$ cat config.mk
export PLATFORM = sky130hd
export DESIGN_NAME = gyro_bias_calibrator
export DESIGN_NICKNAME = d
export VERILOG_FILES = /design/src/rtl/gyro_bias_calibrator.sv
export SDC_FILE = /design/constraint.sdc
export NUM_CORES = 1
export LEC_CHECK = 0
export ABC_AREA = 1
export BUFFER_PORTS_ARGS = -buffer_cell sky130_fd_sc_hd__buf_2
export CORE_UTILIZATION = 45
export CTS_CLUSTER_DIAMETER = 200
export DETAILED_ROUTE_END_ITERATION = 6
export GPL_TIMING_DRIVEN = 1
export PLACE_DENSITY = 0.62
export SYNTH_ARGS = -nofsm -noshare
export SYNTH_HDL_FRONTEND = slang
export SYNTH_SLANG_ARGS = --single-unit
$ cat constraint.sdc
create_clock -name clk -period 5.8 [get_ports clk]
set_input_delay 0.87 -clock clk [delete_from_list [all_inputs] [get_ports clk]]
set_output_delay 0.87 -clock clk [all_outputs]
set_load 0.01 [all_outputs]
$ cat src/rtl/gyro_bias_calibrator.sv
`default_nettype none
// ============================================================================
//  Module   : gyro_bias_calibrator
//  Purpose  : Averages 2^CAL_LOG2 stationary gyro samples into a per-axis
//             bias estimate, with a motion check on each sample, then emits
//             bias-corrected, saturated rates through a two-stage pipeline.
//  Revision : 1.0  initial release
// ============================================================================
module gyro_bias_calibrator #(
    parameter int CAL_LOG2      = 8,
    parameter int MOTION_THRESH = 200
) (
    input  logic        clk,
    input  logic        rst,
    input  logic        booting,
    input  logic        data_ready,
    input  logic [15:0] gyro_x_in,
    input  logic [15:0] gyro_y_in,
    input  logic [15:0] gyro_z_in,
    input  logic        recalibrate,
    output logic [15:0] rate_x,
    output logic [15:0] rate_y,
    output logic [15:0] rate_z,
    output logic        rate_valid,
    output logic [15:0] bias_x,
    output logic [15:0] bias_y,
    output logic [15:0] bias_z,
    output logic        calibrated
);

    localparam int                  c_acc_w    = 16 + CAL_LOG2;
    localparam int                  c_cnt_w    = CAL_LOG2 + 1;
    localparam logic [c_cnt_w-1:0]  c_cal_last = c_cnt_w'((1 << CAL_LOG2) - 1);
    localparam logic [16:0]         c_thresh   = 17'(MOTION_THRESH);

    typedef enum logic [1:0] {
        ST_IDLE = 2'd0,
        ST_CAL  = 2'd1,
        ST_RUN  = 2'd2
    } state_t;

    state_t r_state;
    state_t w_state_next;

    logic                      r_dr_prev;
    logic                      w_accept;
    logic [2:0][15:0]          w_sample;

    // calibration datapath
    logic [2:0][c_acc_w-1:0]   r_acc;
    logic [2:0][15:0]          r_ref;
    logic [c_cnt_w-1:0]        r_cnt;
    logic [2:0][15:0]          r_bias;

    logic [2:0][16:0]          w_diff;
    logic [2:0][16:0]          w_absdiff;
    logic [2:0][c_acc_w-1:0]   w_sext;
    logic [2:0][c_acc_w-1:0]   w_sum;
    logic [2:0][15:0]          w_bias_new;
    logic                      w_motion;

    logic                      w_cal_done;
    logic                      w_cal_fresh;
    logic                      w_load_first;

    // rate pipeline
    logic                      r_s1_valid;
    logic [2:0][15:0]          r_s1;
    logic [2:0][16:0]          w_rdiff;
    logic [2:0][15:0]          w_rate_sat;
    logic [2:0][15:0]          r_rate;
    logic                      r_rate_valid;

    // index 0 = x, 1 = y, 2 = z
    assign w_sample = {gyro_z_in, gyro_y_in, gyro_x_in};

    // A sample is taken only on the rising edge of data_ready
    assign w_accept = data_ready & ~r_dr_prev;

    // Remember last data_ready level for edge detection
    always_ff @(posedge clk) begin
        if (rst) begin
            r_dr_prev <= 1'b0;
        end else begin
            r_dr_prev <= data_ready;
        end
    end

    // Per-axis arithmetic: motion check, accumulate, average, correct, saturate
    always_comb begin
        w_diff     = '0;
        w_absdiff  = '0;
        w_sext     = '0;
        w_sum      = '0;
        w_bias_new = '0;
        w_rdiff    = '0;
        w_rate_sat = '0;
        w_motion   = 1'b0;
        for (int i = 0; i < 3; i++) begin
            w_diff[i]    = {w_sample[i][15], w_sample[i]} - {r_ref[i][15], r_ref[i]};
            w_absdiff[i] = w_diff[i][16] ? (17'd0 - w_diff[i]) : w_diff[i];
            if (w_absdiff[i] > c_thresh) begin
                w_motion = 1'b1;
            end
            w_sext[i]     = {{CAL_LOG2{w_sample[i][15]}}, w_sample[i]};
            w_sum[i]      = r_acc[i] + w_sext[i];
            w_bias_new[i] = 16'($signed(w_sum[i]) >>> CAL_LOG2);
            w_rdiff[i]    = {r_s1[i][15], r_s1[i]} - {r_bias[i][15], r_bias[i]};
            if (w_rdiff[i][16] != w_rdiff[i][15]) begin
                w_rate_sat[i] = w_rdiff[i][16] ? 16'h8000 : 16'h7FFF;
            end else begin
                w_rate_sat[i] = w_rdiff[i][15:0];
            end
        end
    end

    // Calibration control: completion, fresh start, and first-sample loading.
    // A sample arriving with a restart (recalibrate, motion, or empty run)
    // becomes the reference and first sample of the new run.
    always_comb begin
        w_cal_done   = 1'b0;
        w_cal_fresh  = 1'b0;
        w_load_first = 1'b0;
        if (!booting) begin
            w_cal_fresh = (r_state == ST_IDLE) || recalibrate;
            if (r_state == ST_CAL && w_accept && !recalibrate &&
                r_cnt != '0 && !w_motion && r_cnt == c_cal_last) begin
                w_cal_done = 1'b1;
            end
            if (w_accept) begin
                if (r_state == ST_RUN && recalibrate) begin
                    w_load_first = 1'b1;
                end else if (r_state == ST_CAL &&
                             (recalibrate || r_cnt == '0 || w_motion)) begin
                    w_load_first = 1'b1;
                end
            end
        end
    end

    // State register
    always_ff @(posedge clk) begin
        if (rst) begin
            r_state <= ST_IDLE;
        end else begin
            r_state <= w_state_next;
        end
    end

    // Next-state logic; booting overrides everything
    always_comb begin
        w_state_next = r_state;
        if (booting) begin
            w_state_next = ST_IDLE;
        end else begin
            case (r_state)
                ST_IDLE: w_state_next = ST_CAL;
                ST_CAL:  if (w_cal_done) w_state_next = ST_RUN;
                ST_RUN:  if (recalibrate) w_state_next = ST_CAL;
                default: w_state_next = ST_IDLE;
            endcase
        end
    end

    // Accumulators, reference, sample counter and committed bias
    always_ff @(posedge clk) begin
        if (rst) begin
            r_acc  <= '0;
            r_ref  <= '0;
            r_cnt  <= '0;
            r_bias <= '0;
        end else begin
            if (w_cal_done) begin
                r_bias <= w_bias_new;
            end
            if (w_state_next == ST_CAL) begin
                if (w_load_first) begin
                    r_acc <= w_sext;
                    r_ref <= w_sample;
                    r_cnt <= c_cnt_w'(1);
                end else if (w_cal_fresh) begin
                    r_acc <= '0;
                    r_cnt <= '0;
                end else if (w_accept) begin
                    r_acc <= w_sum;
                    r_cnt <= r_cnt + c_cnt_w'(1);
                end
            end else begin
                r_acc <= '0;
                r_cnt <= '0;
            end
        end
    end

    // Two-stage rate pipeline; anything in flight is dropped when RUN is left
    always_ff @(posedge clk) begin
        if (rst) begin
            r_s1_valid   <= 1'b0;
            r_s1         <= '0;
            r_rate       <= '0;
            r_rate_valid <= 1'b0;
        end else begin
            r_s1_valid <= w_accept && (r_state == ST_RUN) && (w_state_next == ST_RUN);
            if (w_accept) begin
                r_s1 <= w_sample;
            end
            r_rate_valid <= r_s1_valid && (w_state_next == ST_RUN);
            if (r_s1_valid && (w_state_next == ST_RUN)) begin
                r_rate <= w_rate_sat;
            end
        end
    end

    assign rate_x     = r_rate[0];
    assign rate_y     = r_rate[1];
    assign rate_z     = r_rate[2];
    assign rate_valid = r_rate_valid;
    assign bias_x     = r_bias[0];
    assign bias_y     = r_bias[1];
    assign bias_z     = r_bias[2];
    assign calibrated = (r_state == ST_RUN);

endmodule
`default_nettype wire
Word-level counts from Yosys, hierarchy flattened
Cells that the tools add are included.
{"block": "totals", "regBits": 278, "inputBits": 53, "out_inout_bits": 98, "wordCells": 99}
{"block": "op_classes", "add_sub_neg": 13, "n_lt_le_gt_ge": 3, "eq_ne": 8, "n_mux": 29, "n_bitwise": 3, "reduce_logical": 22}
{"operator": "$mux W72", "n": 3}
{"operator": "$sub A16 B16 Y17", "n": 6}
{"operator": "$mux W16", "n": 6}
{"operator": "$add A24 B24 Y24", "n": 3}
{"operator": "$gt A17 B8 Y1 const B", "n": 3}
{"operator": "$mux W17", "n": 3}
{"operator": "$sub A1 B17 Y17 const A", "n": 3}
{"operator": "$mux W1", "n": 13}
{"operator": "$logic_and A1 B1 Y1", "n": 10}
{"operator": "$add A9 B1 Y9 const B", "n": 1}
{"operator": "$eq A9 B8 Y1 const B", "n": 1}
{"operator": "$logic_not A9 Y1", "n": 1}
{"operator": "$reduce_bool A9 Y1", "n": 1}
{"operator": "$mux W2", "n": 3}
{"operator": "$pmux W2 S3", "n": 1}
{"operator": "$eq A2 B1 Y1 const B", "n": 2}
{"operator": "$eq A2 B2 Y1 const B", "n": 2}
{"operator": "$reduce_or A4 Y1", "n": 1}
{"operator": "$logic_or A1 B1 Y1", "n": 3}
{"operator": "$ne A1 B1 Y1", "n": 3}
{"operator": "$reduce_bool A3 Y1", "n": 1}
{"operator": "$logic_not A1 Y1", "n": 2}
{"operator": "$logic_not A2 Y1", "n": 1}
{"operator": "$not A1 Y1", "n": 2}
{"operator": "other kinds (3)", "n": 3}

Logic depth before layout (Yosys ltp)
Gate-level depths: netlist (run 1).
{"block": "logic_depth", "depth_word": 18, "mapped_depth": 31, "mapped_depth_nobuf": 28}

Worst setup path before layout (run 1)
No wires, ideal clock.
{"block": "synth_path", "path_type": "input to register", "from": "input gyro_x_in[0]", "to": "register r_acc[24] (netlist name)", "setup_ps": 113, "arrival_time_ps": 3779, "required_ps": 5687, "path_slack_ps": 1908, "stages": 27, "path_buffers": 2, "cell_sequence": "inv_1 > ha_1 > fa_1 > ha_1 > inv_1 > a21oi_1 > nand3_1 > nor2_1 > nand2_1 > nor2_2 > nand3_1 > nand2_1 > nand3b_1 > nand2_1 > nand2_1 > nor2_1 > nand2_1 > nor2_2 > nand3_1 > nand2_1 > nand2_2 > buf_6 > buf_4 > nand3_1 > nand2_1 > nor2_1 > nor2_1"}
{"block": "synth_between", "elab_chain_len": 18, "word_cells_on_any_way": 26, "classes_between": "add/sub (2); order compare (1); eq/ne (1); mux (14); bitwise (1); reduce/logical (7)"}
{"item": "start: declaration", "line_no": "17", "source": "input logic [15:0] gyro_x_in,"}
{"item": "$sub A16 B16 Y17 *", "line_no": "100", "source": "w_diff[i] = {w_sample[i][15], w_sample[i]} - {r_ref[i][15], r_ref[i]};"}
{"item": "$sub A1 B17 Y17", "line_no": "101", "source": "w_absdiff[i] = w_diff[i][16] ? (17'd0 - w_diff[i]) : w_diff[i];"}
{"item": "$mux W17 *", "line_no": "101"}
{"item": "$gt A17 B8 Y1 *", "line_no": "102", "source": "if (w_absdiff[i] > c_thresh) begin"}
{"item": "$mux W1 * (3 in a row)", "line_no": "102"}
{"item": "$logic_not A1 Y1", "line_no": "127", "source": "r_cnt != '0 && !w_motion && r_cnt == c_cal_last) begin"}
{"item": "$logic_and A1 B1 Y1 (2 in a row)", "line_no": "127"}
{"item": "$mux W1", "line_no": "126", "source": "if (r_state == ST_CAL && w_accept && !recalibrate &&"}
{"item": "$mux W1", "line_no": "124", "source": "if (!booting) begin"}
{"item": "$mux W2", "line_no": "158", "source": "ST_CAL: if (w_cal_done) w_state_next = ST_RUN;"}
{"item": "$pmux W2 S3", "line_no": "156", "source": "case (r_state)"}
{"item": "$mux W2", "line_no": "153", "source": "if (booting) begin"}
{"item": "$eq A2 B1 Y1", "line_no": "176", "source": "if (w_state_next == ST_CAL) begin"}
{"item": "$not A1 Y1 (no source line)"}
{"item": "$reduce_or A2 Y1 (no source line)"}
{"item": "end signal: assignment", "line_no": "178", "source": "r_acc <= w_sext;"}
{"item": "end signal: assignment", "line_no": "185", "source": "r_acc <= w_sum;"}
{"item": "end: declaration", "line_no": "50", "source": "logic [2:0][c_acc_w-1:0] r_acc;"}
Mark *: on every way between the ends. The rest lies on a longest branch, timed or not.
A chain may end at the register's enable or synchronous reset.

Worst setup path in the final report (run 1)
{"block": "layout_path", "from": "input gyro_x_in[0]", "to": "register r_acc[71] (netlist name)"}
The elaborated chain is that of the path after synthesis.

==> out/summary.md, run 1 <==
The run finished with clean final reports. Once detail routing completed, the nets flagged for antenna violations numbered 0. The number of placed I/O pins is 151, and the peak supply drop is 0.000185 V. The global routing's busiest layer is met2. Main flop type after synthesis: dfxtp_1.

Synthesis handed over a netlist of 3485 instances. For this design, the sink count on the clock tree is 278. The final critical delay including setup and external delays came out at 4470 ps. The met2 demand-to-capacity share in global routing came out at 0.470. The first global-routing pass estimated 108 mm of wire.

The fill cell instance count of the final layout is 4965. The area growth from synthesis to layout is 10.5%. The run gives 0 as the post-route DRC violation count. For the worst flop-to-flop path, the logic depth is 25. For the final core utilization, the log shows 0.506. The via count normalized by instance count was 5.39. For the data arrival time of the critical path, the log shows 4960 ps.

Clock latency on the worst-skew pair, taken at its later pin, is 550 ps. The number of clock buffers added by TritonCTS is 36. In this run the cell area of the synthesized design comes to 0.0219 mm^2. The met3 usage in global routing came out at 0.0339. The count of cells in the finished layout, fillers not included, comes to 4184. The run gives 6290 ps as the worst endpoint required time. The post-synth net total was 3718; the remaining max-slew budget at the tightest pin was 0.290. In this run the worst path has a maximum fanout of 42. For the all-layer global routing usage, the log shows 0.266.

TritonCTS built the clock tree. Power per cell area: 248 mW/mm^2. The critical path launch point type was an input port. The fmax was 0.224 GHz; the total length of routed wires was 67.7 mm.

The max-cap check violation count came out at 0. The tools report the final-layout setup total negative slack as 0 ps. The first routing iteration left 1347 violations. The clock tree synthesis step divided the H-tree into 2 levels. The total vias in the final route was 22600. The tools report the number of max-slew violations in the final report as 0. The leakage power of the design is 11.9 nW, and the area share of the leading cell type in the synthesized netlist is 0.254.

From bottom edge to top edge, the die measures 223 um. Once the clock tree was built, the resizer swapped 0 gates to a different size. The number of cells on the worst hold path works out to 2. The number of synthesized flops with an enable pin is 0, and the transition time at the pin with the least slew margin is 1060 ps. The ratio of final minimum period to clock period is 0.771. The cell with the most instances after synthesis is nand2_1.

Clock transition at the registers of the reported paths: 60 ps. The startpoint of the tightest hold check path is r_ref[15]$_SDFFE_PP0P_. For this run the aggregate overflow at the end of global routing stands at 0. The tools report the area of the core as 0.0478 mm^2.

For the post-synthesis sequential area ratio, the log shows 0.254. The HPWL after detailed placement is 50.1 mm. The setup slack of the most critical reg-to-reg path is 1500 ps.

The total count of hold-check failures in the final report came out at 0. Setup violations remaining at the end of the flow were counted as 0. Sorting the synthesized cells by area gives the leading types as dfxtp_1, nand2_1, ha_1.

The proportion of layout cells with a drive suffix above 1 works out to 0.0978. The number of standard-cell rows in the floorplan was 80; the number of optimization iterations in the first detailed-route pass was 5. The number of buffers on the longest clock path was 3. The tools report the area enclosed by the die boundary as 0.0496 mm^2.

Setup repair after global routing left no endpoint under its margin. The repair_antennas step left the layout with diodes totalling 0. The async set-or-reset flop fraction in the synthesized netlist is 0, and the number of buffers added to fix hold violations after cts is 0. The die span in x was 223 um; the last weighted congestion value of the routability-driven placer was 0.915. The largest total area in the synthesized netlist belongs to dfxtp_1. The tools report the pin count of the biggest net entering global routing as 144. The initial antenna violation count came out at 3. The tools report the hold path endpoint as r_ref[15]$_SDFFE_PP0P_.

In the final routed layout, each cell accounts on average for 16.2 um. Between clock sinks in the finished design, the worst skew comes to 28.2 ps. Post-CTS timing repair inserted 0 buffers for setup. The worst register-to-register path ends at r_acc[71]$_SDFFE_PP0P_. The min-delay analysis places its worst path in the category flop to flop. The global-route track usage on met1 is 0.334, and the starting density of the core is 0.458.

The run gives 0 as the number of warnings printed during yosys synthesis. Including well taps, the total number of placed cells is 4121. Counting instances in the post-synthesis netlist gives the leading cell types as nand2_1, nor2_1, inv_1, a21oi_1, dfxtp_1. Buffers placed on the I/O ports in this run total 150. The net count reported at finish is 3777. The clock tree root buffer cell is clkbuf_16.

The number of library cell types mapped by synthesis was 46; the register bit count reported by yosys was 278. A synthesized cell averages 6.29 um^2. The element type at the critical path end was a flop. Number of global-route vias before repair: 21000. The startpoint of the lowest-slack register-to-register path is r_ref[0]$_SDFFE_PP0P_. The setup path with the least slack is of type input port to flop.
layout make-up:
cell class | count | area (um^2) | share of cell area
inverters | 429 | 1620 | 0.0668
multi-input cells | 2630 | 14100 | 0.582
repair buffers | 169 | 931 | 0.0385
well taps | 615 | 769 | 0.0318
clock buffers | 52 | 1070 | 0.0443
clock inverters | 11 | 169 | 0.00698
flip-flops and latches | 278 | 5570 | 0.230
cells in the final DEF (no fill, tap or decap), types with 16 or more instances in the layout:
cell	instances
buf_4	16
nand4_1	142
inv_1	416
buf_2	150
ha_1	171
xnor2_1	38
nand3_1	213
nor2_1	420
dfxtp_1	278
clkbuf_16	38
o21ai_0	163
nand2_1	810
or2_2	82
nor3_1	25
a21oi_1	355
xor2_1	79
worst max-delay path, cell delays in order:
cell,delay [ps]
buf_2,100
inv_1,50
ha_1,220
fa_1,390
inv_1,110
nand3_1,90
nand2_1,100
nand2_1,70
nand2_1,120
nand2_1,90
nand3_1,90
nand2_1,250
inv_2,290
nand2_1,100
xor2_1,150
nor2_1,100
nand2_1,100
nand2_1,80
inv_1,70
nand3_1,90
nand2_1,80
nand2_4,240
buf_4,470
nand3_1,160
nand2_1,300
nor2_1,70
nor2_1,90
cell families (layout without fill, tap and decap cells):
kind of cell               after synthesis  in the layout  share of synthesized area
buffers and inverters                  577            661                      0.104
adders and majority gates              180            180                      0.106
xor gates and xnor gates               117            117                     0.0468
DFF                                    278            278                      0.254
AOI/OAI and AO/OA                      596            596                      0.145
and+or+nand+nor                       1737           1737                      0.344
flip-flops by register name, summed over array words and instances (netlist names):
| signal | count |
|---|---|
| rate_x | 16 |
| rate_valid | 1 |
| r_state | 2 |
| r_dr_prev | 1 |
| r_s1_valid | 1 |
| r_cnt | 9 |
| bias_y | 16 |
| bias_z | 16 |
| rate_z | 16 |
| rate_y | 16 |
| r_s1 | 48 |
| bias_x | 16 |
| r_ref | 48 |
| r_acc | 72 |
per-layer routing:
metal | wire, um | up-vias | share of wire
li1 | - | 11500 | -
met1 | 29900 | 10400 | 0.44
met2 | 32700 | 508 | 0.48
met3 | 3110 | 115 | 0.046
met4 | 1980 | 6 | 0.029
met5 | 41 | - | 0.00061
worst max path at each step:
stage | cells after the start | start | endpoint
after global placement | 29 | gyro_x_in[0] | r_acc[63]$_SDFFE_PP0P_
after floorplan | 27 | gyro_x_in[0] | r_acc[24]$_SDFFE_PP0P_
after detailed placement | 29 | gyro_x_in[0] | r_acc[71]$_SDFFE_PP0P_
final | 27 | gyro_x_in[0] | r_acc[71]$_SDFFE_PP0P_
after CTS | 27 | gyro_x_in[0] | r_acc[64]$_SDFFE_PP0P_
after global routing | 29 | gyro_x_in[0] | r_acc[66]$_SDFFE_PP0P_
stage by stage:
step / total power [mW] / cell area (um^2) / worst slack, ps / hold WS [ps]
after CTS: 6.05 / 24200 / 1380 / 463
final: 6.01 / 24200 / 1330 / 459
after global routing: 6.34 / 24200 / 790 / 477
after detailed placement: 3.66 / 23000 / 821 / 454
after global placement: 3.63 / 23000 / 882 / 450
after floorplan: 3.27 / 21900 / 1910 / 439
power by group:
part | internal, mW | switching (mW) | total (mW)
registers | 1.97 | 0.0393 | 2.01
logic | 0.560 | 1.06 | 1.62
clock network | 1.46 | 0.917 | 2.38
total | 3.99 | 2.02 | 6.01
(Power assumes the default switching activity.)
==> inputs of run 2 (changes only) <==
PLACE_DENSITY = 0.65   (was 0.62)
clock period = 3.67 ns   (was 5.8 ns; I/O delays follow)
==> out/summary.md, run 2 (synthesis results as in run 1) <==
The run finished, with violations left. The checks that failed: setup timing. The first global-routing pass estimated 109 mm of wire. The worst hold path was traced through 3 stages. The number of hold buffers added after CTS was 0. Switching share of power: 0.344.

The net count of the finished layout is 4097. The number of max-slew violations in the final report is 0, and the post-layout instance count excluding filler cells is 4502. The antenna cell count was 0. Setup repair after global routing could not meet its margin everywhere. The kind of cell with the highest combined delay along the critical path is simple AND/OR/NAND/NOR gates. The worst hold path terminates at r_dr_prev$_SDFF_PP0_.

The max-cap check violation count was 0; the pin count of the biggest net entering global routing was 122. In this run the critical register-to-register path is captured at r_cnt[3]$_SDFFE_PP0P_. The run gives 6 as the initial antenna violation count. On the worst path, the slowest cell contributes a delay of 590 ps. Static timing analysis puts the maximum clock frequency at 0.259 GHz.

Dividing total power by cell area gives a power density of 336 mW/mm^2. After global routing the overflow that remains totals 0. The met2 demand-to-capacity share in global routing is 0.462. Setup violations remaining at the end of the flow were counted as 218. Total count of hold-check failures in the final report: 0. Insertion delay to the later sink of the worst-skew pair: 580 ps. The class of the tightest hold or removal check was input port to flop. Internal power consumption: 6.13 mW.

The register with the most flip-flops in the layout has 72 of them. Hold is met by 227 ps. The signal on the critical path passes through ha_4 > fa_2 > ha_2 > inv_2 > a21oi_2 > nand3_2 > nor2_2 > nand2_2 > nor2_4 > nand3_2 > nand2_2 > nand3b_1 > nand2_1 > nand2_2 > nor2_4 > nand2_2 > nor2_4 > buf_4 > nand3_4 > nand2_8 > nand2_8 > nand2_8 > nand2_4 > nor3_1. The most frequent standard cell in the layout excluding fill and tap cells was nand2_1.

The data arrival time of the critical path came out at 4350 ps. The critical path buffer and inverter count is 2. The run gives 1 as the number of levels the H-tree was split into. For this block, the initial DRC count from the detailed router was 1548. The detailed router placed 23900 vias in this run. After detailed routing, the number of remaining DRC violations is 0.

The floorplan step set the die height to 223 um. Global routing's busiest layer: met2. The worst setup path is of the flop to flop kind. CTS placed an instance of clkbuf_16 at the clock tree root. In this run the horizontal extent of the chip is 223 um. TritonCTS built the clock tree.

The tools report the setup slack of the most critical reg-to-reg path as -190 ps. Clock skew on the completed layout was measured at 12.5 ps. The clock transition at the registers of the reported paths came out at 60 ps. In this run, placement finished with an instance count of 4395.

The setup slack after layout was -191 ps; the proportion of layout cells with a drive suffix above 1 was 0.217. The count of buffers added on input and output ports is 150. In the layout the commonest cells are nand2_1, inv_1, nor2_1. In this run the worst setup path begins at r_ref[0]$_SDFFE_PP0P_.

The final layout contains routed wiring with a total length of 70.9 mm. The via count normalized by instance count works out to 5.30. Met3 usage in global routing: 0.0308.

The number of global-route vias before repair was 21700. Of all nets on the critical path, the largest fanout is 8. The analysis attributes to cell leakage a power of 13.6 nW. The power share of the clock group is 0.338.

The run gives 0.265 as the all-layer global routing usage. Buffers inserted during clock tree synthesis total 30. The startpoint identified for the worst register-to-register timing path is r_ref[0]$_SDFFE_PP0P_. The average wire length per cell after detail routing was 15.7 um; the clock sink total was 278. The first TritonRoute pass finished after 7 iterations. At the end of routability-driven placement, the weighted congestion stood at 0.916.

The die covers 0.0496 mm^2. The region available for standard cell placement spans 0.0478 mm^2. The cell repeated most along the worst path was nand2_2. The power share of the sequential group came out at 0.340. The worst reg-to-reg path cell count came out at 24. The tools report the peak supply drop as 0.000390 V. The largest registers in the layout are r_acc (72), r_ref (48), r_s1 (48). In this run the most critical hold path is launched from data_ready.

The routed design could run at a clock period as short as 3860 ps. The logic gate share of total power came out at 0.322. In this run the core area contains 80 standard-cell rows. Largest register by flop count: r_acc.

The relative area change from synthesis to final layout is 26.9%. Final core utilization: 0.581. Critical path launch point type: a flop. For the pin with the worst max-slew slack, the measured transition is 925 ps. The final antenna-violating net count is 0.

The logs give 0.383 for the remaining max-slew budget at the tightest pin and 0.335 for the global-route track usage on met1. The run gives 4160 ps as the worst endpoint required time. The tools report the power spent charging and discharging nets as 3.21 mW.

The worst setup path is captured at a flop. Starting density of the core: 0.458. Pin placement for this block handled 151 I/O pins. The longest clock path from root to sink contains 3 buffers. Worst-path cell with the longest stage delay: fa_2. The ratio of final minimum period to clock period came out at 1.05. Summed over all nets, the half-perimeter wirelength after detailed placement is 50.4 mm.
run 2: worst min-delay path: cells and delay by family:
family                 cells  cell delay (ps)
buffers and inverters      2              130
and+or+nand+nor            1               80
run 2: area by class of cell:
| cell class | instances | area, um^2 |
|---|---|---|
| clock buffers | 40 | 870 |
| well taps | 615 | 769 |
| flip-flops and latches | 278 | 5570 |
| fillers | 4767 | 20100 |
| clock inverters | 15 | 153 |
| repair buffers | 492 | 3990 |
| inverters | 429 | 1630 |
| multi-input cells | 2633 | 14800 |
run 2: power by group through the flow:
stage                     Sequential [mW]  Combinational (mW)  Clock [mW]
after global routing                 3.18                3.36        3.31
after global placement               3.24                2.80           0
after CTS                            3.17                2.88        3.19
final                                3.18                3.01        3.15
after detailed placement             3.24                2.81           0
after floorplan                      3.22                1.95           0
run 2: per-layer routing:
layer	wire length (um)	share of wire	vias up
met5	75	0.0011	-
met4	2570	0.036	12
met3	3210	0.045	142
met2	33700	0.48	607
met1	31300	0.44	10900
li1	-	-	12200
run 2: stage by stage:
step                      total power [mW]  TNS (ps)  instance area, um^2  worst slack [ps]
after floorplan                       5.17         0                21900              97.5
after global placement                6.04   -129970                25200              -676
after detailed placement              6.05   -133230                25200              -687
after CTS                             9.25     -99.4                26500             -16.0
after global routing                  9.85    -76090                27800              -425
final                                 9.34    -24980                27800              -191
run 2: what timing repair did:
item                       CTS  global route
cloned                       5            23
setup endpoints to repair  229           229
pin swaps                   17            81
gates resized for setup     52           204
setup buffers                9            17
run 2: how the worst max path moves through the flow:
stage | end | slack, ps | depth (start not counted)
floorplan | r_acc[24]$_SDFFE_PP0P_ | 100 | 27
global placement | r_ref[36]$_SDFFE_PP0P_ | -680 | 26
detailed placement | r_ref[36]$_SDFFE_PP0P_ | -690 | 26
CTS | rate_x[15]$_SDFFE_PP0P_ | -20 | 25
global route | r_cnt[3]$_SDFFE_PP0P_ | -430 | 26
finish | r_cnt[3]$_SDFFE_PP0P_ | -190 | 24
